### src/rtl/ethernet_mmio_arbiter.sv
// Two-requester round-robin arbiter in front of a single MMIO controller.
// One access in flight at a time: accept (IDLE) -> strobe (ISSUE) -> optional
// read response wait (WAIT) with a bounded timeout.
module ethernet_mmio_arbiter #(
  parameter int unsigned axis_width_p = 64,
  parameter int unsigned timeout_p    = 16
) (
  input  logic                    clk_i,
  input  logic                    reset_n_i,
  input  logic [15:0]             r0_addr_i,
  input  logic                    r0_write_en_i,
  input  logic                    r0_read_en_i,
  input  logic [1:0]              r0_op_size_i,
  input  logic [axis_width_p-1:0] r0_write_data_i,
  output logic                    r0_ready_o,
  output logic [axis_width_p-1:0] r0_read_data_o,
  output logic                    r0_read_data_v_o,
  input  logic [15:0]             r1_addr_i,
  input  logic                    r1_write_en_i,
  input  logic                    r1_read_en_i,
  input  logic [1:0]              r1_op_size_i,
  input  logic [axis_width_p-1:0] r1_write_data_i,
  output logic                    r1_ready_o,
  output logic [axis_width_p-1:0] r1_read_data_o,
  output logic                    r1_read_data_v_o,
  output logic [15:0]             addr_o,
  output logic                    write_en_o,
  output logic                    read_en_o,
  output logic [1:0]              op_size_o,
  output logic [axis_width_p-1:0] write_data_o,
  input  logic [axis_width_p-1:0] read_data_i,
  input  logic                    read_data_v_i,
  output logic                    timeout_o,
  output logic                    proto_err_o
);

  localparam int unsigned        cnt_w     = $clog2(timeout_p + 1);
  localparam logic [cnt_w-1:0]   cnt_limit = cnt_w'(timeout_p);

  typedef enum logic [1:0] {IDLE, ISSUE, WAIT} state_e;

  state_e                  state_q, state_d;
  logic [1:0]              rst_sync_q;
  logic                    active;
  logic                    req0, req1, grant_sel, accept;
  logic                    sel_we, sel_re;
  logic [15:0]             addr_q;
  logic [1:0]              size_q;
  logic [axis_width_p-1:0] wdata_q;
  logic                    write_q, tag_q, last_q;
  logic [cnt_w-1:0]        cnt_q;

  // Two-flop release synchronizer; acceptance is held off until it fills.
  always_ff @(posedge clk_i or negedge reset_n_i) begin
    if (!reset_n_i) rst_sync_q <= '0;
    else            rst_sync_q <= {rst_sync_q[0], 1'b1};
  end

  assign active = rst_sync_q[1];
  assign req0   = r0_write_en_i | r0_read_en_i;
  assign req1   = r1_write_en_i | r1_read_en_i;
  assign accept = (state_q == IDLE) && active && (req0 || req1);

  // Round-robin pick: on a tie the requester not granted last wins.
  always_comb begin
    if (req0 && req1) grant_sel = ~last_q;
    else              grant_sel = req1;
    sel_we = grant_sel ? r1_write_en_i : r0_write_en_i;
    sel_re = grant_sel ? r1_read_en_i  : r0_read_en_i;
  end

  // Capture the granted request; these registers also drive the shared bus.
  always_ff @(posedge clk_i or negedge reset_n_i) begin
    if (!reset_n_i) begin
      addr_q  <= '0;
      size_q  <= '0;
      wdata_q <= '0;
      write_q <= 1'b0;
      tag_q   <= 1'b0;
      last_q  <= 1'b1;
    end else if (accept) begin
      addr_q  <= grant_sel ? r1_addr_i       : r0_addr_i;
      size_q  <= grant_sel ? r1_op_size_i    : r0_op_size_i;
      wdata_q <= grant_sel ? r1_write_data_i : r0_write_data_i;
      write_q <= sel_we;
      tag_q   <= grant_sel;
      last_q  <= grant_sel;
    end
  end

  // Wait-cycle counter, cleared on the way into WAIT.
  always_ff @(posedge clk_i or negedge reset_n_i) begin
    if (!reset_n_i)              cnt_q <= '0;
    else if (state_q == ISSUE)   cnt_q <= '0;
    else if (state_q == WAIT)    cnt_q <= cnt_q + cnt_w'(1);
  end

  // FSM state register.
  always_ff @(posedge clk_i or negedge reset_n_i) begin
    if (!reset_n_i) state_q <= IDLE;
    else            state_q <= state_d;
  end

  assign addr_o       = addr_q;
  assign op_size_o    = size_q;
  assign write_data_o = wdata_q;

  // Next-state and per-cycle outputs.
  always_comb begin
    state_d          = state_q;
    write_en_o       = 1'b0;
    read_en_o        = 1'b0;
    r0_ready_o       = 1'b0;
    r1_ready_o       = 1'b0;
    r0_read_data_o   = '0;
    r1_read_data_o   = '0;
    r0_read_data_v_o = 1'b0;
    r1_read_data_v_o = 1'b0;
    timeout_o        = 1'b0;
    proto_err_o      = 1'b0;
    unique case (state_q)
      IDLE: begin
        // State reads IDLE throughout reset, so gate with the pin to keep outputs low.
        if (read_data_v_i && reset_n_i) proto_err_o = 1'b1;
        if (accept) begin
          r0_ready_o = ~grant_sel;
          r1_ready_o = grant_sel;
          if (sel_we && sel_re) proto_err_o = 1'b1;
          state_d = ISSUE;
        end
      end
      ISSUE: begin
        write_en_o = write_q;
        read_en_o  = ~write_q;
        if (read_data_v_i) proto_err_o = 1'b1;
        state_d = write_q ? IDLE : WAIT;
      end
      WAIT: begin
        if (read_data_v_i) begin
          if (tag_q) begin
            r1_read_data_o   = read_data_i;
            r1_read_data_v_o = 1'b1;
          end else begin
            r0_read_data_o   = read_data_i;
            r0_read_data_v_o = 1'b1;
          end
          state_d = IDLE;
        end else if (cnt_q == cnt_limit) begin
          r0_read_data_v_o = ~tag_q;
          r1_read_data_v_o = tag_q;
          timeout_o        = 1'b1;
          state_d          = IDLE;
        end
      end
      default: state_d = IDLE;
    endcase
  end

endmodule

### config.mk
export PLATFORM = sky130hd
export DESIGN_NAME = ethernet_mmio_arbiter
export DESIGN_NICKNAME = d
export VERILOG_FILES = /design/src/rtl/ethernet_mmio_arbiter.sv
export SDC_FILE = /design/constraint.sdc
export NUM_CORES = 1
export LEC_CHECK = 0
export ABC_AREA = 1
export BUFFER_PORTS_ARGS = -buffer_cell sky130_fd_sc_hd__buf_2
export CAP_MARGIN = 0
export CORE_AREA = 2 2 175 177
export DETAILED_ROUTE_END_ITERATION = 10
export DIE_AREA = 0 0 177 179
export SLEW_MARGIN = 20
export SYNTH_ARGS = -nofsm -noshare
export SYNTH_HDL_FRONTEND = slang
export SYNTH_SLANG_ARGS = --single-unit
### constraint.sdc
create_clock -name clk_i -period 4.1 [get_ports clk_i]
set_clock_uncertainty 0.2 [all_clocks]
set_input_delay 0.82 -clock clk_i [delete_from_list [all_inputs] [get_ports clk_i]]
set_output_delay 0.82 -clock clk_i [all_outputs]
set_load 0.01 [all_outputs]
==> impl_metrics.py <==
metrics = {
    "timing": {
        "finalHoldViolations": 0,
        "slew_violations": 0,
        "rsz0062_at_grt": "no",
        "fin_crit_ns": 3.45,
        "min_period_over_period_pct": 84.3,
        "max_freq_mhz": 289,
        "fin_hold_ws_ns": 0.148,
        "slew_headroom_pct": 31.8,
        "tns_ns": 0,
        "setup_viol": 0,
        "worst_pin_slew_ns": 1.02,
        "fin_ws_ns": 0.646,
    },
    "synthesis": {
        "yosysSeqAreaShare_pct": 43.7,
        "synth_area_um2": 5380,
        "syn_area_per_cell_um2": 7.08,
        "synth_edf_count": 0,
        "ys_ff_latch": 94,
        "synth_nets": 1001,
        "synth_cell_type_count": 23,
        "synthCells": 760,
        "ys.flop_type": "dfrtp_1",
        "synthArstFlopShare_pct": 100,
        "yosysWarnings": 0,
    },
    "global_route": {
        "grt_pass1_vias": 6005,
        "grt_overflow": 0,
        "antenna_found_initial": 17,
        "grt.total_usage_pct": 15.5,
        "grt_max_degree": 115,
        "grt_first_pass_wirelength_um": 36400,
    },
    "pwr": {
        "sequentialPowerShare_pct": 33.0,
        "p_per_area_nw_per_um2": 584,
        "switching_share_pct": 43.8,
        "combPwrFrac_pct": 47.0,
        "p_leak_uw": 0.00475,
        "max-vdd-ir-drop_v": 0.000213,
        "p_int_uw": 2720,
        "p_sw_uw": 2120,
        "pwr-share-clk_pct": 20.0,
    },
    "clock_tree": {
        "htree_levels": 3,
        "clk_latency_ns": 0.35,
        "clk_pin_slew_ns": 0.07,
        "clock_path_buffers": 2,
        "cts_tree": "yes",
        "cts_made_buffers": 9,
        "cts-root-buf": "clkbuf_16",
        "cts_resized": 0,
        "post_cts_buffers": 0,
        "clock-sinks": 94,
        "postCtsHoldBufs": 0,
    },
    "finish": {
        "n_fill_cell": 3368,
        "final_area_um2": 8290,
        "drive_gt1_share_pct": 41.4,
        "nets": 1411,
        "area_delta_synth_final_pct": 54.0,
        "fin_cells": 1581,
    },
    "routing": {
        "routedWlPerCell_um": 16.7,
        "met1_length_um": 9570,
        "dr.pass1.iters": 5,
        "dr_wl_met3_um": 1590,
        "met2_wirelength_um": 14200,
        "postRouteWirelength_um": 26300,
        "routed_via_density": 4.30,
        "drt_iter0_markers": 238,
        "drc": 0,
        "routed.top_layer": "met4",
        "antenna_left": 0,
        "dr_total_vias": 6791,
    },
    "critical_path": {
        "r2r-start": "state_q[1]",
        "r2r_slack_ns": 1.64,
        "r2r-end": "write_data_o[19]",
        "crit_start": "state_q[0]",
        "arrival_ns": 2.43,
        "end_kind": "primary output",
        "cp.buffers_inverters": 4,
        "cp_max_fo": 114,
        "cp_top_family": "buffers and inverters",
        "cpPeakStageDelay_ns": 0.78,
        "crit_type": "reg -> out",
        "cp.depth": 6,
        "startpoint_type": "register",
        "slowest_stage": "buf_4",
        "worstPathRequired_ns": 3.08,
        "crit_chain": "inv_1 -> ha_1 -> clkinv_2 -> buf_4 -> nor3_1 -> buf_2",
        "endpoint": "r0_read_data_o[36]",
        "worst_r2r_path_depth": 7,
    },
    "floorplan": {
        "die_area_um2": 31700,
        "core_um2": 30000,
        "die_y_um": 179,
        "ios": 453,
        "start_util_pct": 17.9,
        "rows": 64,
        "die_w_um": 177,
    },
    "placement": {
        "place_inst": 1555,
        "pre_cts_ws_ns": 1.02,
        "placedInstanceArea_um2": 7930,
        "dpl.hpwl_um": 20900,
        "gp_congestion": 0.864,
        "io_buffers": 452,
    },
    "min_path": {
        "min_from": "rst_sync_q[0]",
        "hold_class": "reg -> reg",
    },
    "status": {
        "status": "finished, final reports clean",
    },
    "job": {
        "drv_cap": 0,
    },
}
placed cells by master (no fill, tap or decap), types with 2 or more instances in the layout:
cell,n
inv_1,77
nand3_1,172
inv_6,2
buf_2,451
bufinv_16,2
nand2_1,194
nor2_1,8
diode_2,10
a21oi_1,2
nand2_2,2
buf_4,10
ha_1,6
dfrtp_1,93
clkbuf_16,9
nor3_1,131
inv_2,2
final cells by class:
| type | count | area, um^2 | share of cell area, % |
|---|---|---|---|
| Clock inverter | 7 | 114 | 1.37 |
| Sequential cell | 94 | 2350 | 28.4 |
| Timing Repair Buffer | 461 | 2330 | 28.1 |
| Clock buffer | 9 | 225 | 2.72 |
| Antenna cell | 10 | 25.0 | 0.302 |
| Inverter | 80 | 302 | 3.64 |
| Tap cell | 396 | 495 | 5.97 |
| Multi-Input combinational cell | 524 | 2450 | 29.5 |
cells in the mapped netlist, types with 2 or more instances:
master	number	area share (%)
a21oi_1	2	0.19
buf_1	2	0.14
buf_2	24	2.2
buf_4	9	1.3
clkbuf_1	26	1.8
dfrtp_1	93	43
ha_1	6	1.4
inv_1	78	5.4
inv_2	2	0.14
nand2_1	196	14
nand3_1	172	16
nor2_1	9	0.63
nor3_1	131	12
worst reg2reg max path: cells and delay by family, from the launching register on:
kind | cells | cell delay (ns)
flops | 1 | 0.41
buf+inv | 2 | 0.76
fa+ha+maj | 1 | 0.26
simple gates | 4 | 0.77
how the worst min path moves through the flow:
stage,slack [ns],cells past startpoint,to
after global placement,0.13,0,rst_sync_q[1]
after global routing,0.16,0,rst_sync_q[1]
after detailed placement,0.14,0,rst_sync_q[1]
final,0.15,0,rst_sync_q[1]
after CTS,0.15,0,rst_sync_q[1]
after floorplan,0.13,0,rst_sync_q[1]
power by group through the flow:
stage               Clock (uW)  Sequential (uW)  Combinational [uW]
CTS                       1010             1600                2310
detailed placement           0             1600                2310
finish                     969             1600                2270
global placement             0             1610                2270
floorplan                    0             1770                1210
global route              1050             1650                2520
per-stage QoR:
stage	total power, uW	util, %
after floorplan	2980	-
after global placement	3890	26.4
after detailed placement	3910	26.4
after CTS	4920	27.5
after global routing	5230	27.6
final	4840	27.6
flip-flops by register name, indices dropped and copies added (netlist names):
signal and flops:
write_data_o 64, rst_sync_q 2, tag_q 1, addr_o 16, cnt_q 5, op_size_o 2, last_q 1, state_q 2
write_q 1
per-layer routing:
metal | GRT usage (%) | vias to the layer above
met5 | 0 | -
met4 | 9.78 | 0
met3 | 2.54 | 44
met2 | 28.8 | 342
met1 | 16.3 | 3102
li1 | - | 3303
kinds of logic after synthesis:
family / Yosys count / share of synthesized area (%)
other cells: 1 / 0.0697
buf+inv: 142 / 11.2
simple gates: 510 / 42.8
flops: 94 / 43.7
compound gates: 6 / 0.651
fa+ha+maj: 6 / 1.39
xor+xnor: 1 / 0.163
Note: power is estimated with default switching activity, not from simulation.
